### config.mk
export PLATFORM = sky130hd
export DESIGN_NAME = muldiv_seq
export DESIGN_NICKNAME = d
export VERILOG_FILES = /design/src/rtl/muldiv_pkg.sv /design/src/rtl/muldiv_step.sv /design/src/rtl/muldiv_seq.sv
export SDC_FILE = /design/constraint.sdc
export NUM_CORES = 1
export LEC_CHECK = 0
export ABC_CLOCK_PERIOD_IN_PS = 3900
export CAP_MARGIN = 20
export CORE_MARGIN = 2
export CORE_UTILIZATION = 61
export DETAILED_ROUTE_END_ITERATION = 7
export PLACE_DENSITY = 0.84
export RECOVER_POWER = 25
export SLEW_MARGIN = 20
export SYNTH_ARGS = -nofsm -noshare
export SYNTH_HDL_FRONTEND = slang
export SYNTH_SLANG_ARGS = --single-unit
### constraint.sdc
create_clock -name clk -period 3.9 [get_ports clk]
set_clock_uncertainty 0.05 [all_clocks]
set_input_delay 0.78 -clock clk [delete_from_list [all_inputs] [get_ports clk]]
set_output_delay 0.78 -clock clk [all_outputs]
set_load 0.02 [all_outputs]
### src/rtl/muldiv_pkg.sv
// Shared constants for the RV32M multiply/divide sequencer: FSM state codes, funct3 encodings
// and a two's-complement helper. Used by muldiv_seq (optional MULDIV_EARLY_OUT_EN build).
package muldiv_pkg;

    localparam int MAX_XLEN = 64;

    typedef logic [2:0] state_t;

    localparam state_t IDLE = 3'd0;
    localparam state_t PREP = 3'd1;
    localparam state_t CALC = 3'd2;
    localparam state_t FIX  = 3'd3;
    localparam state_t DONE = 3'd4;

    localparam logic [2:0] F3_MUL    = 3'b000;
    localparam logic [2:0] F3_MULH   = 3'b001;
    localparam logic [2:0] F3_MULHSU = 3'b010;
    localparam logic [2:0] F3_MULHU  = 3'b011;
    localparam logic [2:0] F3_DIV    = 3'b100;
    localparam logic [2:0] F3_DIVU   = 3'b101;
    localparam logic [2:0] F3_REM    = 3'b110;
    localparam logic [2:0] F3_REMU   = 3'b111;

    // Works at the widest supported width; callers size-cast the result down to XLEN.
    function automatic logic [MAX_XLEN-1:0] twos_neg(input logic [MAX_XLEN-1:0] x);
        return ~x + {{(MAX_XLEN-1){1'b0}}, 1'b1};
    endfunction

endpackage

### src/rtl/muldiv_step.sv
// One radix-2 iteration over {acc, opr}: shift-add for multiply (right shift),
// restoring trial-subtract for divide (left shift, quotient bit enters at the bottom).
module muldiv_step #(
    parameter int XLEN = 32
) (
    input  logic            i_isDiv,
    input  logic [XLEN-1:0] i_acc,
    input  logic [XLEN-1:0] i_opr,
    input  logic [XLEN-1:0] i_operand,
    output logic [XLEN-1:0] o_acc,
    output logic [XLEN-1:0] o_opr
);

    logic [XLEN:0] w_sum;
    logic [XLEN:0] w_shRem;
    logic          w_fits;

    // The shifted partial remainder needs one extra bit before the trial subtract.
    always_comb begin
        w_sum   = {1'b0, i_acc} + (i_opr[0] ? {1'b0, i_operand} : {(XLEN+1){1'b0}});
        w_shRem = {i_acc, i_opr[XLEN-1]};
        w_fits  = (w_shRem >= {1'b0, i_operand});
        if (i_isDiv) begin
            o_opr = {i_opr[XLEN-2:0], w_fits};
            o_acc = w_fits ? XLEN'(w_shRem - {1'b0, i_operand}) : w_shRem[XLEN-1:0];
        end else begin
            o_acc = w_sum[XLEN:1];
            o_opr = {w_sum[0], i_opr[XLEN-1:1]};
        end
    end

endmodule

### src/rtl/muldiv_seq.sv
// Iterative RV32M MUL/DIV/REM sequencer beside the EX-stage ALU; busy stalls EX until done.
// Defining MULDIV_EARLY_OUT_EN lets trivial cases (x/0, overflow, multiply by 0) finish from PREP.
module muldiv_seq
    import muldiv_pkg::*;
#(
    parameter int XLEN = 32
) (
    input  logic            clk,
    input  logic            reset,
    input  logic            start,
    input  logic [2:0]      f3,
    input  logic [XLEN-1:0] op_a,
    input  logic [XLEN-1:0] op_b,
    output logic            busy,
    output logic            done,
    output logic [XLEN-1:0] result
);

    localparam int CW = $clog2(XLEN) + 1;

    state_t          r_state;
    logic [CW-1:0]   r_count;
    logic [2:0]      r_f3;
    logic [XLEN-1:0] r_acc;
    logic [XLEN-1:0] r_opr;
    logic [XLEN-1:0] r_operand;
    logic [XLEN-1:0] r_result;
    logic            r_negRes;
    logic            r_negRem;

    logic            w_isDiv;
    logic            w_signA;
    logic            w_signB;
    logic            w_bZero;
    logic [XLEN-1:0] w_negOpr;
    logic [XLEN-1:0] w_negAcc;
    logic [XLEN-1:0] w_negOperand;
    logic [XLEN-1:0] w_absA;
    logic [XLEN-1:0] w_absB;
    logic [XLEN-1:0] w_stepAcc;
    logic [XLEN-1:0] w_stepOpr;
    logic [XLEN-1:0] w_fixRes;

    // In PREP r_opr/r_operand still hold the raw rs1/rs2 captured at start.
    assign w_isDiv      = r_f3[2];
    assign w_signA      = (r_f3 == F3_MULH || r_f3 == F3_MULHSU || r_f3 == F3_DIV || r_f3 == F3_REM)
                          && r_opr[XLEN-1];
    assign w_signB      = (r_f3 == F3_MULH || r_f3 == F3_DIV || r_f3 == F3_REM) && r_operand[XLEN-1];
    assign w_bZero      = (r_operand == '0);
    assign w_negOpr     = XLEN'(twos_neg(MAX_XLEN'(r_opr)));
    assign w_negAcc     = XLEN'(twos_neg(MAX_XLEN'(r_acc)));
    assign w_negOperand = XLEN'(twos_neg(MAX_XLEN'(r_operand)));
    assign w_absA       = w_signA ? w_negOpr : r_opr;
    assign w_absB       = w_signB ? w_negOperand : r_operand;

    muldiv_step #(.XLEN(XLEN)) u_step (
        .i_isDiv   (w_isDiv),
        .i_acc     (r_acc),
        .i_opr     (r_opr),
        .i_operand (r_operand),
        .o_acc     (w_stepAcc),
        .o_opr     (w_stepOpr)
    );

    // High-half negate of the 2*XLEN product only carries into the top when the low half is zero.
    always_comb begin
        case (r_f3)
            F3_MULH, F3_MULHSU, F3_MULHU:
                w_fixRes = r_negRes ? ((r_opr == '0) ? w_negAcc : ~r_acc) : r_acc;
            F3_REM, F3_REMU:
                w_fixRes = r_negRem ? w_negAcc : r_acc;
            default:
                w_fixRes = r_negRes ? w_negOpr : r_opr;
        endcase
    end

`ifdef MULDIV_EARLY_OUT_EN
    logic            w_ovf;
    logic            w_early;
    logic [XLEN-1:0] w_earlyRes;

    assign w_ovf = (r_f3 == F3_DIV || r_f3 == F3_REM) && (r_opr == {1'b1, {(XLEN-1){1'b0}}})
                   && (&r_operand);

    always_comb begin
        w_early    = 1'b0;
        w_earlyRes = '0;
        if (w_isDiv) begin
            if (w_bZero) begin
                w_early    = 1'b1;
                w_earlyRes = r_f3[1] ? r_opr : '1;
            end else if (w_ovf) begin
                w_early    = 1'b1;
                w_earlyRes = r_f3[1] ? '0 : r_opr;
            end
        end else if (r_opr == '0 || w_bZero) begin
            w_early = 1'b1;
        end
    end
`endif

    always_ff @(posedge clk) begin
        if (reset) begin
            r_state   <= IDLE;
            r_count   <= '0;
            r_f3      <= '0;
            r_acc     <= '0;
            r_opr     <= '0;
            r_operand <= '0;
            r_result  <= '0;
            r_negRes  <= 1'b0;
            r_negRem  <= 1'b0;
        end else begin
            case (r_state)
                IDLE, DONE: begin
                    if (start) begin
                        r_state   <= PREP;
                        r_f3      <= f3;
                        r_opr     <= op_a;
                        r_operand <= op_b;
                    end else begin
                        r_state <= IDLE;
                    end
                end
                PREP: begin
                    r_acc     <= '0;
                    r_opr     <= w_isDiv ? w_absA : w_absB;
                    r_operand <= w_isDiv ? w_absB : w_absA;
                    r_negRes  <= (w_signA ^ w_signB) && !(w_isDiv && w_bZero);
                    r_negRem  <= w_signA;
                    r_count   <= CW'(XLEN - 1);
`ifdef MULDIV_EARLY_OUT_EN
                    if (w_early) begin
                        r_result <= w_earlyRes;
                        r_state  <= DONE;
                    end else begin
                        r_state <= CALC;
                    end
`else
                    r_state   <= CALC;
`endif
                end
                CALC: begin
                    r_acc <= w_stepAcc;
                    r_opr <= w_stepOpr;
                    if (r_count == '0) begin
                        r_state <= FIX;
                    end else begin
                        r_count <= r_count - 1'b1;
                    end
                end
                FIX: begin
                    r_result <= w_fixRes;
                    r_state  <= DONE;
                end
                default: r_state <= IDLE;
            endcase
        end
    end

    assign busy   = (r_state == PREP) || (r_state == CALC) || (r_state == FIX);
    assign done   = (r_state == DONE);
    assign result = r_result;

endmodule

# Word level (Yosys, flattened, before mapping)
# Index checks and enable logic that the tools add are counted.
[totals]
reg_bits = 142
in_bits = 70
word_cells = 83
[classes]
add_sub_neg = 6
n_lt_le_gt_ge = 1
n_eq_ne = 13
n_mux = 23
n_bitwise = 5
reduce_logical = 26
[op_table]
columns = ["op", "n"]
rows = [
  ["$mux W32", 14],
  ["$pmux W32 S2", 3],
  ["$not A32 Y32", 4],
  ["$add A32 B1 Y32 const B", 3],
  ["$pmux W32 S3", 1],
  ["$logic_not A32 Y1", 2],
  ["$add A32 B32 Y33", 1],
  ["$ge A33 B32 Y1", 1],
  ["$sub A32 B32 Y32", 1],
  ["$eq A3 B2 Y1 const B", 4],
  ["$eq A3 B3 Y1 const B", 4],
  ["$pmux W3 S4", 1],
  ["$pmux W6 S2", 1],
  ["$reduce_and A2 Y1", 4],
  ["$logic_or A1 B1 Y1", 7],
  ["$eq A3 B1 Y1 const B", 2],
  ["$logic_not A6 Y1", 1],
  ["$mux W6", 1],
  ["$ne A2 B2 Y1 const B", 3],
  ["$sub A6 B1 Y6 const B", 1],
  ["$logic_and A1 B1 Y1", 4],
  ["$reduce_bool A2 Y1", 2],
  ["$reduce_or A2 Y1", 2],
  ["$logic_not A3 Y1", 1],
  ["other kinds (6)", 6],
]

# Depth between registers and ports, before layout
# Gate-level depths: netlist (run 1).
[depth]
word_depth = 8
mapped_depth = 16
depth_no_buf = 14

# Cells and area by module
# Synthesis (run 1) repeated with hierarchy kept, for this count alone.
[hier_totals]
cells_unflattened = 2137
hier_area_um2 = 15304.7
[by_module_without_submodules]
columns = ["module", "instances", "cells_each", "area_each_um2", "seq_area_each_um2"]
rows = [
  ["muldiv_seq", 1, 1446, 10556.4, 2842.7],
  ["muldiv_step", 1, 691, 4748.3, 0.0],
]

# Worst setup path after synthesis (run 1)
# OpenSTA, ideal clock, no wires.
[synth_timing]
path_kind = "register to register"
startpoint = "reg r_opr[0]"
endpoint = "reg r_result[21], in the netlist result[21]"
arrival_time_ns = 3.393
required_ns = 3.712
setup_slack_ns = 0.320
path_stages_with_launch = 14
cell_sequence = "dfxtp_1 > clkinv_1 > clkbuf_1 > ha_1 > or3b_2 > or4_1 > clkbuf_1 > nor4_1 > nand2_1 > buf_2 > o41ai_1 > xnor2_1 > a222oi_1 > a211oi_1"
[synth_between]
elab_chain_cells = 4
[synth_rtl]
columns = ["element", "line", "text"]
rows = [
  ["start: declaration", "muldiv_seq.sv:25", "logic [XLEN-1:0] r_opr;"],
  ["start signal: assignment", "muldiv_seq.sv:119", "r_opr <= op_a;"],
  ["start signal: assignment", "muldiv_seq.sv:127", "r_opr <= w_isDiv ? w_absA : w_absB;"],
  ["start signal: assignment", "muldiv_seq.sv:145", "r_opr <= w_stepOpr;"],
  ["$not A32 Y32 / $logic_not A32 Y1 (equally long branches)", "muldiv_pkg.sv:26, muldiv_seq.sv:69", ""],
  ["$add A32 B1 Y32 / $mux W32 (equally long branches)", "muldiv_pkg.sv:26, muldiv_seq.sv:69", ""],
  ["$mux W32 (on tied branches)", "muldiv_seq.sv:73, muldiv_seq.sv:69", ""],
  ["$pmux W32 S2 *", "muldiv_seq.sv:67", "case (r_f3)"],
  ["end signal: assignment", "muldiv_seq.sv:153", "r_result <= w_fixRes;"],
  ["end: declaration", "muldiv_seq.sv:27", "logic [XLEN-1:0] r_result;"],
]
# Every way passes the cells marked *; elsewhere a longest branch is shown, timed or not.
# A chain may end at the register's enable or synchronous reset.

# Worst setup path in the final report (run 1)
[layout_timing]
startpoint = "reg r_operand[0]"
endpoint = "reg r_acc[30]"
[layout_between]
elab_chain_cells = 4
[layout_rtl]
columns = ["element", "line", "text"]
rows = [
  ["start: declaration", "muldiv_seq.sv:26", "logic [XLEN-1:0] r_operand;"],
  ["start signal: assignment", "muldiv_seq.sv:120", "r_operand <= op_b;"],
  ["start signal: assignment", "muldiv_seq.sv:128", "r_operand <= w_isDiv ? w_absB : w_absA;"],
  ["$mux W32, or another cell as far along", "muldiv_step.sv:20", "w_sum = {1'b0, i_acc} + (i_opr[0] ? {1'b0, i_operand} : {(XLEN+1){1'b0}});"],
  ["$add A32 B32 Y33 / $mux W32 (equally long branches)", "muldiv_step.sv:20, muldiv_step.sv:25", ""],
  ["$mux W32 *", "muldiv_step.sv:23", "if (i_isDiv) begin"],
  ["$pmux W32 S2 *", "muldiv_seq.sv:114", "case (r_state)"],
  ["end signal: assignment", "muldiv_seq.sv:144", "r_acc <= w_stepAcc;"],
  ["end: declaration", "muldiv_seq.sv:24", "logic [XLEN-1:0] r_acc;"],
]
# Marked as above.

==> results of run 1 <==
power by group through the flow:
| stage | Clock, W | Sequential (W) | Combinational (W) |
|---|---|---|---|
| after floorplan | 0 | 0.00183 | 0.00251 |
| after detailed placement | 0 | 0.00199 | 0.00345 |
| after global routing | 0.00178 | 0.00200 | 0.00385 |
| final | 0.00172 | 0.00198 | 0.00359 |
| after global placement | 0 | 0.00198 | 0.00340 |
| after CTS | 0.00171 | 0.00196 | 0.00348 |
state kept, by name (all words and copies together) (netlist names):
name and flops:
r_operand 32, r_opr 32, r_negRes 1, r_acc 32, r_state 3, r_count 6, r_f3 3, result 32
r_negRem 1
kinds of logic (layout without fill, tap and decap cells):
family	after synthesis	count (layout)	share of synthesized area, %
fa+ha+maj	71	71	6.39
xor+xnor	190	190	11.8
mux	92	92	6.55
buf+inv	228	265	6.20
compound gates	622	622	29.3
simple gates	590	590	19.7
flops	142	142	20.1
metrics by stage:
stage	total power (W)	setup slack [ns]	utilization (%)	instances
2_1_floorplan	0.00434	0.320	-	1935
3_3_place_gp	0.00538	0.285	68.0	2225
3_5_place_dp	0.00544	0.209	68.0	2225
4_1_cts	0.00715	0.202	70.6	2257
5_1_grt	0.00762	0.00578	70.6	2257
6_report	0.00729	0.201	70.6	2257
final cells by class:
cell class | count | area, µm² | area share [%]
flip-flops and latches | 142 | 2850 | 17.8
well taps | 285 | 357 | 2.23
inverters | 62 | 233 | 1.45
clock buffers | 18 | 439 | 2.74
clock inverters | 14 | 149 | 0.929
repair buffers | 171 | 1540 | 9.63
multi-input cells | 1565 | 10500 | 65.3
what timing repair did:
action,in CTS,in global routing
endpoints found under the hold margin,0,0
setup endpoints to repair,0,6
resized for setup,0,5
tightest hold or removal path, cell delays in order (launching register included):
cell,delay [ns]
dfxtp_1,0.31
nor2_1,0.09
nor3_1,0.05
worst min path at each step:
stage,slack [ns],end,cells past startpoint,start
floorplan,0.42,r_count[0]$_SDFFE_PP0P_,1,r_count[0]$_SDFFE_PP0P_
global placement,0.43,result[26]$_SDFFE_PP0P_,2,result[26]$_SDFFE_PP0P_
detailed placement,0.44,result[25]$_SDFFE_PP0P_,2,result[25]$_SDFFE_PP0P_
CTS,0.45,result[25]$_SDFFE_PP0P_,2,result[25]$_SDFFE_PP0P_
global route,0.47,result[0]$_SDFFE_PP0P_,2,result[0]$_SDFFE_PP0P_
finish,0.44,result[25]$_SDFFE_PP0P_,2,result[25]$_SDFFE_PP0P_
layer usage:
| metal | up-vias | GRT usage, % | routed length [µm] |
|---|---|---|---|
| met5 | - | 0 | 0 |
| met4 | 0 | 25.7 | 3520 |
| met3 | 183 | 9.72 | 6210 |
| met2 | 1050 | 63.1 | 22300 |
| met1 | 7307 | 57.5 | 21500 |
| li1 | 7123 | - | - |
cells in the final DEF (no fill, tap or decap), types with 7 or more instances in the layout:
cell / count
clkbuf_16: 17
and2_1: 12
ha_1: 69
a22o_1: 7
nor4_1: 12
or2_2: 10
o21a_1: 16
xor2_1: 51
inv_1: 61
or4_1: 13
o211ai_1: 19
or3_1: 34
clkdlybuf4s50_1: 69
a21o_1: 34
o21ai_0: 147
nand2b_1: 10
nand3_1: 21
dfxtp_1: 140
o31ai_1: 27
mux2i_1: 88
nor3_1: 57
a21oi_1: 125
dlygate4sd3_1: 33
a22oi_1: 9
o21bai_1: 12
o22ai_1: 11
nor2b_1: 7
xnor2_1: 139
and3_1: 9
a222oi_1: 18
a211oi_1: 86
o221ai_1: 23
buf_4: 65
nand4_1: 13
nand2_1: 148
a31oi_1: 19
a311oi_1: 11
nor2_1: 210
==> flow_summary.json, run 1 <==
{
  "status": "finished, final reports clean",
  "io_pins": 104,
  "postRouteAntennaNets": 0,
  "worstPathCellList": "ha_1, inv_1, fa_1, a211oi_1, o21ai_0, a31oi_1, nand4b_1, nand3_1, a31oi_1, or4_1, a31o_2, o31a_1",
  "ys_ff_latch": 142,
  "power.internal_w": 0.00390,
  "vias_per_cell": 6.94,
  "antenna_cells": 0,
  "clkPwrFrac_pct": 23.6,
  "cp_common_cell": "a31oi_1",
  "arrival_ns": 3.99,
  "rr_endpoint": "r_acc[30]$_SDFFE_PP0N_",
  "swShare_pct": 46.5,
  "fill_cells": 1941,
  "route.detailed.drc": 0,
  "yosys_warnings": 0,
  "grt_pass1_vias": 14200,
  "syn-cell-area_um2": 14100,
  "r2r_slack_ns": 0.20,
  "die_y_um": 156,
  "ir_drop_uv": 365,
  "final-max-slew-violation-count": 0,
  "grt_usage_pct": 43.0,
  "tightest_slew_ns": 1.19,
  "ys_top_cells_by_count": "nor2_1 (211), nand2_1 (148), o21ai_0 (148)",
  "fin_setup_tns_ns": 0,
  "hold_viol_final": 0,
  "timing.critical_path.buf_inv": 1,
  "htree_num_levels": 4,
  "drtPass1Iterations": 6,
  "synth-edff-count": 0,
  "synth.yosys.seq_area_share_pct": 20.1,
  "clk_latency_ns": 0.45,
  "path_depth": 12,
  "postCtsHoldBufs": 0,
  "power_density_nw_per_um2": 455,
  "cts_buffers": 17,
  "grt-ovfl-total": 0,
  "root_buffer": "clkbuf_16",
  "period_share_pct": 94.8,
  "ff2ff_path_depth": 12,
  "synthToLayoutAreaGrowth_pct": 13.4,
  "clockBufferDepth": 2,
  "synth_top_cell_area_share_pct": 20.1,
  "r2r_start": "r_operand[0]$_SDFFE_PP0P_",
  "cp-end-kind": "flop",
  "cts_tree": "built",
  "yosys.area.top_type": "dfxtp_1",
  "clock-sinks": 142,
  "slowest_delay_ns": 0.46,
  "max_freq_ghz": 0.270,
  "grt_max_degree": 96,
  "drive_gt1_share_pct": 7.05,
  "crit_end": "r_acc[30]$_SDFFE_PP0N_",
  "worstPathRequired_ns": 4.19,
  "antenna_found_initial": 0,
  "synth.area.top_cells": "dfxtp_1 (20%), xnor2_1 (8.6%), mux2i_1 (6.2%)",
  "final_area_um2": 16000,
  "rsz0062_at_grt": "no",
  "port_buffers": 103,
  "critPathKind": "flop to flop",
  "dieArea_um2": 24400,
  "cp_max_fo": 6,
  "ys_types": 79,
  "die_x_um": 156,
  "fin_nets": 2100,
  "placementRows": 55,
  "yosysMostFrequentCell": "nor2_1",
  "gp_congestion": 1.09,
  "p_switching_w": 0.00339,
  "postCtsSetupBuffers": 0,
  "drt_wl_total_um": 53500,
  "placedInstanceArea_um2": 15400,
  "wl_per_cell_um": 23.7,
  "syn_inst": 1935,
  "hp-class": "flop to flop",
  "cap_violations": 0,
  "combPwrFrac_pct": 49.2,
  "period_needed_ns": 3.70,
  "start_kind": "flop",
  "vias": 15700,
  "cpMaxStageDelayCell": "dfxtp_1",
  "syn_avg_cell_area_um2": 7.31,
  "hold_ws_ns": 0.443,
  "seqPwrFrac_pct": 27.2,
  "hpwl_um": 39500,
  "leakage_nw": 6.32,
  "initialDrtViolationCount": 2133,
  "syn-num-nets": 2076,
  "grt_first_pass_wirelength_um": 81100,
  "start_util_pct": 62.3,
  "ys.flop_type": "dfxtp_1",
  "crit_family": "compound AO/OA/AOI/OAI gates",
  "crit_path_start": "r_operand[0]$_SDFFE_PP0P_",
  "ys_async_sr_fraction_pct": 0,
  "slew_headroom_pct": 20.5,
  "setup_viol": 0,
  "path_clk_slew_ns": 0.07,
  "core_um2": 22700
}
(Power assumes the default switching activity.)
==> run 2: changes to the inputs <==
Settings changed: ABC_CLOCK_PERIOD_IN_PS 3900 to default.
==> results of run 2 <==
No change in the layout: final DEF, timing and power equal those of run 1.
